===== config.mk =====
export PLATFORM = sky130hd
export DESIGN_NAME = pc_branch_unit
export DESIGN_NICKNAME = d
export VERILOG_FILES = /design/src/rtl/pc_branch_unit.sv
export SDC_FILE = /design/constraint.sdc
export NUM_CORES = 1
export LEC_CHECK = 0
export CORE_MARGIN = 2
export CORE_UTILIZATION = 25
export CTS_CLUSTER_SIZE = 8
export DETAILED_ROUTE_END_ITERATION = 7
export GPL_ROUTABILITY_DRIVEN = 1
export PLACE_DENSITY = 0.58
export SLEW_MARGIN = 10
export SYNTH_ARGS = -nofsm -noshare
export SYNTH_HDL_FRONTEND = slang
export SYNTH_SLANG_ARGS = --single-unit

===== constraint.sdc =====
create_clock -name clk -period 4.68 [get_ports clk]
set_input_delay 0.702 -clock clk [delete_from_list [all_inputs] [get_ports clk]]
set_output_delay 0.702 -clock clk [all_outputs]
set_load 0.005 [all_outputs]

===== src/rtl/pc_branch_unit.sv =====
// Program-counter and branch-redirect stage.
// Holds the fetch PC and asserts the squash pulse on taken control transfers.
// A misaligned control-transfer target raises a sticky trap.
module pc_branch_unit #(
  parameter logic [31:0] RESET_PC     = 32'h0000_0000,
  parameter int unsigned FLUSH_CYCLES = 2
) (
  input  logic        clk,
  input  logic        rst,
  input  logic        stall,
  input  logic        branch,
  input  logic        b,
  input  logic        jal,
  input  logic        jalr,
  input  logic [31:0] ex_pc,
  input  logic [31:0] imm,
  input  logic [31:0] rs1_d,
  output logic [31:0] pc,
  output logic [31:0] pc_plus4,
  output logic [31:0] link_addr,
  output logic        flush,
  output logic        trap,
  output logic [31:0] trap_pc,
  output logic [15:0] taken_cnt
);

  typedef enum logic [1:0] {
    RUN   = 2'd0,
    FLUSH = 2'd1,
    TRAP  = 2'd2
  } state_t;

  localparam logic [2:0] FLUSH_LOAD = 3'(FLUSH_CYCLES);

  state_t      state, state_nx;
  logic [2:0]  cnt, cnt_nx;
  logic [31:0] pc_nx, trap_pc_nx;
  logic        flush_nx, trap_nx;
  logic [15:0] taken_cnt_nx;

  logic        take;
  logic        misaligned;
  logic [31:0] target;

  assign pc_plus4  = pc + 32'd4;
  assign link_addr = ex_pc + 32'd4;

  // Redirect decision and target; jalr has priority over jal/branch
  always_comb begin
    take = jalr | jal | (branch & b);
    if (jalr) begin
      target = (rs1_d + imm) & ~32'h1;
    end else begin
      target = ex_pc + imm;
    end
    misaligned = (target[1:0] != 2'b00);
  end

  // Next-state and next-output logic
  always_comb begin
    state_nx     = state;
    cnt_nx       = cnt;
    pc_nx        = pc;
    flush_nx     = flush;
    trap_nx      = trap;
    trap_pc_nx   = trap_pc;
    taken_cnt_nx = taken_cnt;
    case (state)
      RUN: begin
        if (!stall) begin
          if (take && !misaligned) begin
            pc_nx    = target;
            flush_nx = 1'b1;
            cnt_nx   = FLUSH_LOAD;
            state_nx = FLUSH;
            if (taken_cnt != '1) begin
              taken_cnt_nx = taken_cnt + 16'd1;
            end
          end else if (take) begin
            trap_nx    = 1'b1;
            trap_pc_nx = ex_pc;
            state_nx   = TRAP;
          end else begin
            pc_nx = pc + 32'd4;
          end
        end
      end
      FLUSH: begin
        // Control inputs belong to squashed instructions here and are ignored
        if (!stall) begin
          pc_nx  = pc + 32'd4;
          cnt_nx = cnt - 3'd1;
          if (cnt <= 3'd1) begin
            cnt_nx   = '0;
            flush_nx = 1'b0;
            state_nx = RUN;
          end
        end
      end
      TRAP: begin
        flush_nx = 1'b0;
        trap_nx  = 1'b1;
      end
      default: begin
        state_nx = RUN;
        flush_nx = 1'b0;
        cnt_nx   = '0;
      end
    endcase
  end

  // State register; reset overrides stall and the trap state
  always_ff @(posedge clk) begin
    if (rst) begin
      state     <= RUN;
      cnt       <= '0;
      pc        <= RESET_PC;
      flush     <= 1'b0;
      trap      <= 1'b0;
      trap_pc   <= '0;
      taken_cnt <= '0;
    end else begin
      state     <= state_nx;
      cnt       <= cnt_nx;
      pc        <= pc_nx;
      flush     <= flush_nx;
      trap      <= trap_nx;
      trap_pc   <= trap_pc_nx;
      taken_cnt <= taken_cnt_nx;
    end
  end

endmodule


==> run summary <==
pins over their slew limit - 0
post-synthesis cell type count - 68
Reg-to-Reg Start - pc[2]
clk buf depth - 2
# diodes - 0
mean number of vias per cell - 5.16
largest net degree at the start of global routing - 55
CTS Hold Bufs - 0
gpl congestion - 0.903
fin nets - 1477
WP data required - 3.98 ns
Worst slew margin - 50.9%
Finish-stage setup viols - 0
PD cells - 241 mW/mm^2
Synth Area in Simple Gates - 23.9%
DRC Markers - 0
start point of the critical path - ex_pc[5]
main combinational cell family by area after synthesis - compound AO/OA/AOI/OAI gates
die width - 182 um
Achievable Freq - 243 MHz
final antenna-violating net count - 0
DIE AREA - 0.0333 mm^2
Total Power - 2.69 mW
IO Count - 249
final hold viol count - 0
first-pass GRT wire length - 48700 um
worst hold path cell count - 2
Hold Path Sink - trap_pc[23]
DR iter-0 viols - 562
cts repair resizes - 0
FP Rows - 65
RSZ-0062 raised after global routing - false
Yosys top cell area share - 21.9%
DR pass1 iterations - 5
Clock Pin Slew Worst Setup and Hold Paths - 0.06 ns
Mapped Cells - 1074
root buf cell - clkbuf_16
Core Region - 0.0315 mm^2
worst r2r dst - pc[28]
HPWL Detailed - 25400 um
Leak Pwr - 4.25 nW
fin cells - 1713
compound-cell area share of the yosys netlist - 26.5%
vias in the first global route - 8591
setup TNS - 0 ns
Synth area leaders - dfxtp_1 (22%), ha_1 (10%), a21oi_1 (7.5%)
total gr overflow - 0
pre-CTS setup slack - 0.499 ns
Skew-Pair Late Insertion Delay - 0.37 ns
Clock Skews - 0.0143 ns
final worst path period need - 4.11 ns
top cell type by total area after synthesis - dfxtp_1
critical path type - input pin to output port
clock sink count - 87
Mean Syn Cell Area - 7.40 um^2
worst hold slack - 0.455 ns
CTS H-tree depth - 3
mux share of post-synthesis cell area - 0.629%
Hold Startpoint - trap_pc[23]
Final Cycle Share - 87.8%
register bit count reported by yosys - 87
synth-to-layout area growth - 40.7%
sequential-to-total area share from yosys stat - 21.9%
postcts setup bufs - 0
vias - 8845
Tightest Pin Transition - 0.736 ns
initial antenna violation count - 0
max cap viols - 0
PnR worst setup slack - 0.569 ns
peak supply drop - 0.161 mV
Port Buffer Count - 248
status - finished, final reports clean
Hold Path Class - register to register
share of layout cells above drive strength 1 - 3.81%
placed cell count - 1697
Synth Flop Type - dfxtp_1
TritonCTS clock tree - yes
Tot GR Track Use - 18.7%
CTS Buf Count - 9
reg2reg path depth - 8
syn_nets - 1245
R2R Setup Slk - 1.93 ns
fillcell total - 3283
cell area after synthesis - 0.00795 mm^2
crit path max fanout - 5
asr flop ratio synth - 0%
Ys Warns - 0
crit start category - input pin
die height - 182 um
post-synthesis adder-cell area fraction - 10.9%
routed length per instance - 18.3 um
most numerous cell in the Yosys netlist - nand2_1
Starting Density - 25.3%
Setup crit end kind - output port
most frequent cells after synthesis - nand2_1 (151), a21oi_1 (119), dfxtp_1 (87)
CP arrival - 3.41 ns
EDFF count, synth - 0
post-synthesis xor/xnor area fraction - 12.8%
drt total wl - 31300 um
## layout make-up
| class | count | area (um^2) | share of cell area [%] |
|---|---|---|---|
| Clock inverter | 6 | 73.8 | 0.660 |
| Sequential cell | 87 | 1740 | 15.6 |
| Clock buffer | 10 | 229 | 2.05 |
| Inverter | 23 | 86.3 | 0.771 |
| Tap cell | 402 | 503 | 4.49 |
| Multi-Input combinational cell | 920 | 5950 | 53.2 |
| Timing Repair Buffer | 265 | 2610 | 23.3 |
## flip-flops by register name (all words and copies together), names as in the netlist
| signal | flops |
|---|---|
| trap_pc | 32 |
| flush | 1 |
| trap | 1 |
| state | 2 |
| pc | 32 |
| taken_cnt | 16 |
| cnt | 3 |
## placed cells by master, fill, tap and decap left out, types with 14 or more instances in the layout
master and instances:
a31oi_1 14, nand4_1 19, clkdlybuf4s50_1 247, buf_4 17, nor3_1 22, ha_1 66
xor2_1 52, o21ai_0 43, nor2_1 85, xnor2_1 64, inv_1 23, a21oi_1 119
o211ai_1 18, a21o_1 39, nand3_1 43, and3_1 26, dfxtp_1 87, nand2_1 151
## how the worst max path moves through the flow
stage	to	cells after the start
4_1_cts	link_addr[29]	11
3_5_place_dp	pc[28]	12
6_report	link_addr[29]	11
2_1_floorplan	pc[30]	11
3_3_place_gp	link_addr[31]	11
5_1_grt	link_addr[31]	11
## where the power goes
part / internal (mW) / switching (mW) / leakage (nW)
Clock: 0.424 / 0.364 / 0.148
Sequential: 0.788 / 0.0496 / 0.707
Combinational: 0.490 / 0.576 / 3.39
Total: 1.70 / 0.990 / 4.25
## per-stage QoR
step           utilization (%)  cell area [um^2]
2_1_floorplan                -              7950
3_3_place_gp              34.6             10900
3_5_place_dp              34.6             10900
4_1_cts                   35.6             11200
5_1_grt                   35.6             11200
6_report                  35.6             11200
## worst max-delay path: stages
cell and delay (ns):
clkdlybuf4s50_1 0.56, and3_1 0.20, and3_1 0.19, and2_1 0.21
nand2_1 0.13, or2_1 0.33, nor2_1 0.14, buf_4 0.16
nand3_1 0.09, xnor2_1 0.17, clkdlybuf4s50_1 0.52
## cell families after synthesis
family / count (synthesis)
flops: 87
compound gates: 328
xor+xnor: 116
fa+ha+maj: 68
mux: 5
simple gates: 403
buf+inv: 67
## per-layer routing
layer	up-vias	part of all wire, %	track usage, %
met5	-	0	0
met4	0	2.5	6.10
met3	41	6.5	4.03
met2	324	44	29.3
met1	4117	47	25.4
li1	4363	-	-
(Power assumes the default switching activity.)
